**config.mk**
```make
export PLATFORM = sky130hd
export DESIGN_NAME = os_chan_arbiter
export DESIGN_NICKNAME = d
export VERILOG_FILES = /design/src/rtl/os_chan_arbiter.sv
export SDC_FILE = /design/constraint.sdc
export NUM_CORES = 1
export LEC_CHECK = 0
export CAP_MARGIN = 20
export CORE_ASPECT_RATIO = 1.4
export CORE_MARGIN = 4
export CORE_UTILIZATION = 39
export DETAILED_ROUTE_END_ITERATION = 12
export GPL_ROUTABILITY_DRIVEN = 0
export GPL_TIMING_DRIVEN = 0
export PLACE_DENSITY = 0.84
export SKIP_CTS_REPAIR_TIMING = 1
export SLEW_MARGIN = 5
export SYNTH_ARGS = -nofsm -noshare
export SYNTH_HDL_FRONTEND = slang
export SYNTH_SLANG_ARGS = --single-unit
```
**constraint.sdc**
```tcl
create_clock -name clk_in -period 5.25 [get_ports clk_in]
set_input_delay 1.575 -clock clk_in [delete_from_list [all_inputs] [get_ports clk_in]]
set_output_delay 1.575 -clock clk_in [all_outputs]
set_load 0.03 [all_outputs]
```
**src/rtl/os_chan_arbiter.sv**
```systemverilog
// os_chan_arbiter: round-robin scheduler that merges N_CHAN sample sources,
// each with a one-deep holding register, onto the single-issue oversample
// filter input (dv/chan/data, one sample per cycle, no backpressure).
// Source handshake: a sample transfers on a clock edge where src_valid[i] and
// src_ready[i] are both high; src_ready is combinational from state and reset.
// Optional build macro: OS_ARB_OVERRUN_EN adds sticky per-source overrun flags.
module os_chan_arbiter #(
    parameter int                    N_CHAN           = 4,
    parameter int                    W_CHAN           = 5,
    parameter int                    W_DATA           = 18,
    parameter int                    W_WR_ADDR        = 16,
    parameter int                    W_WR_CHAN        = 5,
    parameter int                    W_WR_DATA        = 49,
    parameter logic [W_WR_ADDR-1:0]  ARB_EN_ADDR      = 16'h0040,
    parameter logic [W_WR_ADDR-1:0]  ARB_OVR_CLR_ADDR = 16'h0041,
    parameter logic [N_CHAN-1:0]     EN_INIT          = '1
) (
    input  logic                       clk_in,
    input  logic                       rst_in,
    input  logic [N_CHAN-1:0]          src_valid,
    input  logic [N_CHAN*W_DATA-1:0]   src_data,
    output logic [N_CHAN-1:0]          src_ready,
    input  logic                       wr_en,
    input  logic [W_WR_ADDR-1:0]       wr_addr,
    input  logic [W_WR_CHAN-1:0]       wr_chan,
    input  logic [W_WR_DATA-1:0]       wr_data,
    output logic                       dv_out,
    output logic [W_CHAN-1:0]          chan_out,
    output logic [W_DATA-1:0]          data_out,
    output logic [N_CHAN-1:0]          overrun_out
);

    logic [N_CHAN-1:0]   pend_q, pend_d;
    logic [N_CHAN-1:0]   en_mask_q, en_mask_d;
    logic [W_CHAN-1:0]   rr_ptr_q, rr_ptr_d;
    logic [W_DATA-1:0]   hold_q [N_CHAN];
    logic [W_DATA-1:0]   hold_d [N_CHAN];
    logic                dv_q, dv_d;
    logic [W_CHAN-1:0]   chan_q, chan_d;
    logic [W_DATA-1:0]   data_q, data_d;

    logic [N_CHAN-1:0]   req;
    logic [2*N_CHAN-1:0] req_dbl;
    logic [N_CHAN-1:0]   req_rot;
    logic [W_CHAN-1:0]   grant_ofs;
    logic [W_CHAN:0]     grant_sum;
    logic [W_CHAN-1:0]   grant_idx;
    logic                grant_vld;
    logic [N_CHAN-1:0]   grant;
    logic [W_DATA-1:0]   issue_data;
    logic [N_CHAN-1:0]   ready;
    logic [N_CHAN-1:0]   accept;
    logic                en_wr;
    logic                cfg_unused;

    // wr_chan is part of the shared endpoint bus but carries nothing for us.
    assign cfg_unused = ^{wr_chan, wr_data};

    assign req       = pend_q & en_mask_q;
    assign en_wr     = wr_en && (wr_addr == ARB_EN_ADDR);
    assign ready     = {N_CHAN{!rst_in}} & (~pend_q | grant | ~en_mask_q);
    assign accept    = src_valid & ready & en_mask_q;
    assign src_ready = ready;

    // Round-robin pick: rotate requests so rr_ptr lands at bit 0, take the
    // lowest set bit, then map the offset back to an absolute channel.
    always_comb begin
        req_dbl   = {req, req} >> rr_ptr_q;
        req_rot   = req_dbl[N_CHAN-1:0];
        grant_vld = 1'b0;
        grant_ofs = '0;
        for (int k = 0; k < N_CHAN; k++) begin
            if (!grant_vld && req_rot[k]) begin
                grant_vld = 1'b1;
                grant_ofs = W_CHAN'(k);
            end
        end
        grant_sum = {1'b0, rr_ptr_q} + {1'b0, grant_ofs};
        if (grant_sum >= (W_CHAN+1)'(N_CHAN)) begin
            grant_sum = grant_sum - (W_CHAN+1)'(N_CHAN);
        end
        grant_idx = grant_sum[W_CHAN-1:0];
        grant     = '0;
        if (grant_vld) begin
            grant = {{(N_CHAN-1){1'b0}}, 1'b1} << grant_idx;
        end
    end

    // Select the held sample of the granted channel (one-hot mux).
    always_comb begin
        issue_data = '0;
        for (int k = 0; k < N_CHAN; k++) begin
            if (grant[k]) begin
                issue_data = hold_q[k];
            end
        end
    end

    // Next state: issue, accept (a same-cycle grant+accept keeps pend set),
    // and mask writes that drop samples of newly disabled channels.
    always_comb begin
        dv_d      = grant_vld;
        chan_d    = chan_q;
        data_d    = data_q;
        rr_ptr_d  = rr_ptr_q;
        en_mask_d = en_mask_q;
        if (grant_vld) begin
            chan_d   = grant_idx;
            data_d   = issue_data;
            rr_ptr_d = (grant_idx == W_CHAN'(N_CHAN-1)) ? '0 : grant_idx + 1'b1;
        end
        pend_d = (pend_q & ~grant) | accept;
        if (en_wr) begin
            en_mask_d = wr_data[N_CHAN-1:0];
            pend_d    = pend_d & wr_data[N_CHAN-1:0];
        end
    end

    // Holding registers load on accept.
    always_comb begin
        for (int k = 0; k < N_CHAN; k++) begin
            hold_d[k] = accept[k] ? src_data[k*W_DATA +: W_DATA] : hold_q[k];
        end
    end

    // Control and output registers with synchronous reset.
    always_ff @(posedge clk_in) begin
        if (rst_in) begin
            pend_q    <= '0;
            en_mask_q <= EN_INIT;
            rr_ptr_q  <= '0;
            dv_q      <= 1'b0;
            chan_q    <= '0;
            data_q    <= '0;
        end else begin
            pend_q    <= pend_d;
            en_mask_q <= en_mask_d;
            rr_ptr_q  <= rr_ptr_d;
            dv_q      <= dv_d;
            chan_q    <= chan_d;
            data_q    <= data_d;
        end
    end

    // Sample storage needs no reset: it is only read while pend is set.
    always_ff @(posedge clk_in) begin
        hold_q <= hold_d;
    end

    assign dv_out   = dv_q;
    assign chan_out = chan_q;
    assign data_out = data_q;

`ifdef OS_ARB_OVERRUN_EN
    logic [N_CHAN-1:0] ovr_q, ovr_d;
    logic              ovr_clr;

    assign ovr_clr = wr_en && (wr_addr == ARB_OVR_CLR_ADDR);

    // Sticky stall flags; a new stall wins over a same-cycle clear.
    always_comb begin
        ovr_d = ovr_q;
        if (ovr_clr) begin
            ovr_d = ovr_d & ~wr_data[N_CHAN-1:0];
        end
        ovr_d = ovr_d | (src_valid & ~ready);
    end

    // Overrun flag register.
    always_ff @(posedge clk_in) begin
        if (rst_in) begin
            ovr_q <= '0;
        end else begin
            ovr_q <= ovr_d;
        end
    end

    assign overrun_out = ovr_q;
`else
    assign overrun_out = '0;
`endif

endmodule
```
==> results.ini <==
[timing]
worst_slack_ns = -0.693
rsz0062_at_grt = true
worstMarginPinSlew_ns = 0.979
hold-worst-slack_ns = 0.469
finalSetupTns_ns = -2.45
timing.fmax_mhz = 168
skew_ns = 0.00948
fin_crit_sh_pct = 113
max_slew_margin_pct = 34.8
setup_viol = 4
period_minus_slack_ns = 5.94
finalHoldViolCount = 0
final_max_slew_viol_count = 0

[finish]
insertedDiodeCount = 0
fill_cells = 821
nNetsFinal = 654
fin_area_mm2 = 0.00678
area_growth_pct = 47.1
final_core_util_pct = 59.2
drive_gt1_share_pct = 20.7

[floorplan]
num_rows = 46
ios = 181
die_height_um = 137
die_area_mm2 = 0.0137
core_area_mm2 = 0.0115
die_w_um = 99.9
start_util_pct = 40.3

[grt]
grt_antenna_before_repair = 0
grt_max_degree = 19
grtUsageTotal_pct = 17.7
overflow = 0
grt_pass1_wl_um = 18500
grt_pass1_vias = 3618

[route]
wl_met3_um = 1070
avgRoutedWirePerCell_um = 20.2
top_layer = met4
drc = 0
met2_length_um = 7090
final_antenna_net_count = 0
wl_met1_um = 4510
drt_wl_total_um = 13100
via_count = 3641
dr.first_iter.drc_count = 238
drt-vias-per-instance = 5.63
first_pass_iters = 6

[worst_hold_path]
holdCritStartpoint = data_out[6]
worstHoldPathType = flip-flop to flip-flop

[setup_path]
r2r-start = rr_ptr_q[0]
slowest_delay_ns = 0.34
cp_slowest_cell = dfxtp_2
setup.worst_path.start_class = flip-flop
crit_start = rr_ptr_q[0]
path_cells = buf_6 -> nand3b_1 -> nand2_1 -> nor2_2 -> nor4_1 -> a31oi_1 -> nor3_1 -> ha_1 -> a21oi_2 -> nand2b_4 -> xnor2_4 -> inv_2 -> ha_4 -> nand2_4 -> o21a_1 -> nand3_2 -> a32o_2 -> nor3_4 -> buf_12 -> buf_8 -> a31o_1 -> buf_6
cpMostUsedCell = buf_6
cp.required_ns = 3.68
critPathArrivalTime_ns = 4.37
critPathKind = flip-flop to output port
worstSetupEndpointType = output port
reg2reg_slack_ns = 0.27
cp_max_fo = 7

[clock_network]
path_clk_slew_ns = 0.07
clk_path_buf_depth = 2
clock-sinks = 109
cts_buffers = 9
cts_tree = built
root_buffer = clkbuf_16
clock_latency_ns = 0.34
htree_levels = 3

[power_and_ir_drop]
p_leak_uw = 0.00244
p_per_area_mw_per_mm2 = 636
peakVddDrop_uv = 303

[place]
dp_hpwl_um = 8820
preCtsSetupSlack_ns = -1.03
postPlaceCellArea_mm2 = 0.00608
io_buffers = 126

[synth]
ys.flop_type = edfxtp_1
synth_edf_count = 72
ys_ff_latch = 109
syn_inst = 331
seq_area_frac_synth_pct = 62.9
synth_area_mm2 = 0.00461
avgSynthCellArea_um2 = 13.9
yosysUniqueCellTypes = 50
ys_warn_count = 0
synthArstFlopShare_pct = 0

[outcome]
violations = setup timing
outcome = finished with violations

[flow_run]
cap_violations = 0

final cells by class:
class                      instances  area, um^2  share of cell area [%]
timing repair buffer             153        1490                    21.9
sequential                       109        2910                    42.8
multi-input combinational        195        1730                    25.5
inverter                           8        30.0                   0.443
clock inverter                     6        68.8                    1.01
clock buffer                      10         229                    3.38
buffer                            22         150                    2.21
tap                              144         180                    2.66
worst paths after layout:
path | endpoint | cells past startpoint
setup / recovery | src_ready[0] | 22
hold reg to reg | data_out[6] | 1
hold / removal | data_out[6] | 1
setup reg to reg | hold_q[45] | 22
Yosys cell counts, drive strengths merged (3+ instances only):
library cell | instances | area, um^2
edfxtp | 72 | 2160
a21o | 3 | 22.5
buf | 12 | 85.1
a21oi | 14 | 70.1
a32o | 20 | 201
a31oi | 3 | 18.8
xnor2 | 3 | 33.8
o21ai | 12 | 60.1
or3 | 3 | 18.8
nor2 | 19 | 71.3
nand2 | 24 | 90.1
mux4 | 18 | 405
nand3 | 12 | 65.1
nor3 | 12 | 71.3
dfxtp | 37 | 741
clkbuf | 10 | 37.5
nand3b | 4 | 33.8
inv | 8 | 30.0
nor4 | 5 | 31.3
o21a | 3 | 22.5
ha | 6 | 75.1
a41oi | 4 | 35.0
nand2b | 4 | 25.0
metal layers:
metal,GRT usage (%),up-vias
met1,19.3,1750
met5,0,-
li1,-,1632
met2,33.7,219
met4,6.15,0
met3,3.57,40
cell families (layout without fill, tap and decap cells):
group           after synthesis  in the layout  synth area share (%)
buf+inv                      30            199                  3.31
simple gates                 87             87                  9.47
other cells                   1              4                0.0813
xor+xnor                      4              4                  1.09
flops                       109            109                  62.9
compound gates               74             74                  12.0
fa+ha+maj                     7              7                  2.06
mux                          19             19                  9.01
report_power, final:
group	leakage, uW	internal [uW]	total, uW	switching, uW
clock network	0.000143	374	686	312
logic	0.00132	1170	2440	1270
registers	0.000970	1100	1190	89.9
cell usage in the layout (no fill, tap or decap), types with 10 or more instances in the layout:
cell type	n
nor3_1	10
a21oi_1	12
mux4_2	18
dfxtp_1	35
edfxtp_1	72
buf_4	29
clkdlybuf4s50_1	122
o21ai_0	10
a32o_1	19
clkbuf_1	11
nor2_1	17
nand2_1	23
sequential cells by signal, summed over array words and instances, names as in the netlist:
register and flops:
data_out 18, chan_out 5, dv_out 1, pend_q 4
en_mask_q 4, hold_q 72, rr_ptr_q 5
stage by stage:
stage	total power, uW	cells
after detailed placement	3100	605
after global routing	4520	647
after global placement	3040	604
final	4310	647
after floorplan	2490	334
after CTS	3800	621
critical path: cells and delay by family, from the launching register on:
family	cells	cell delay, ns
AOI/OAI and AO/OA	5	0.96
DFF	1	0.34
adders and majority gates	2	0.44
xor gates and xnor gates	1	0.15
and+or+nand+nor	9	1.50
buffers and inverters	5	0.62
Power figures use the tool's default switching activity.
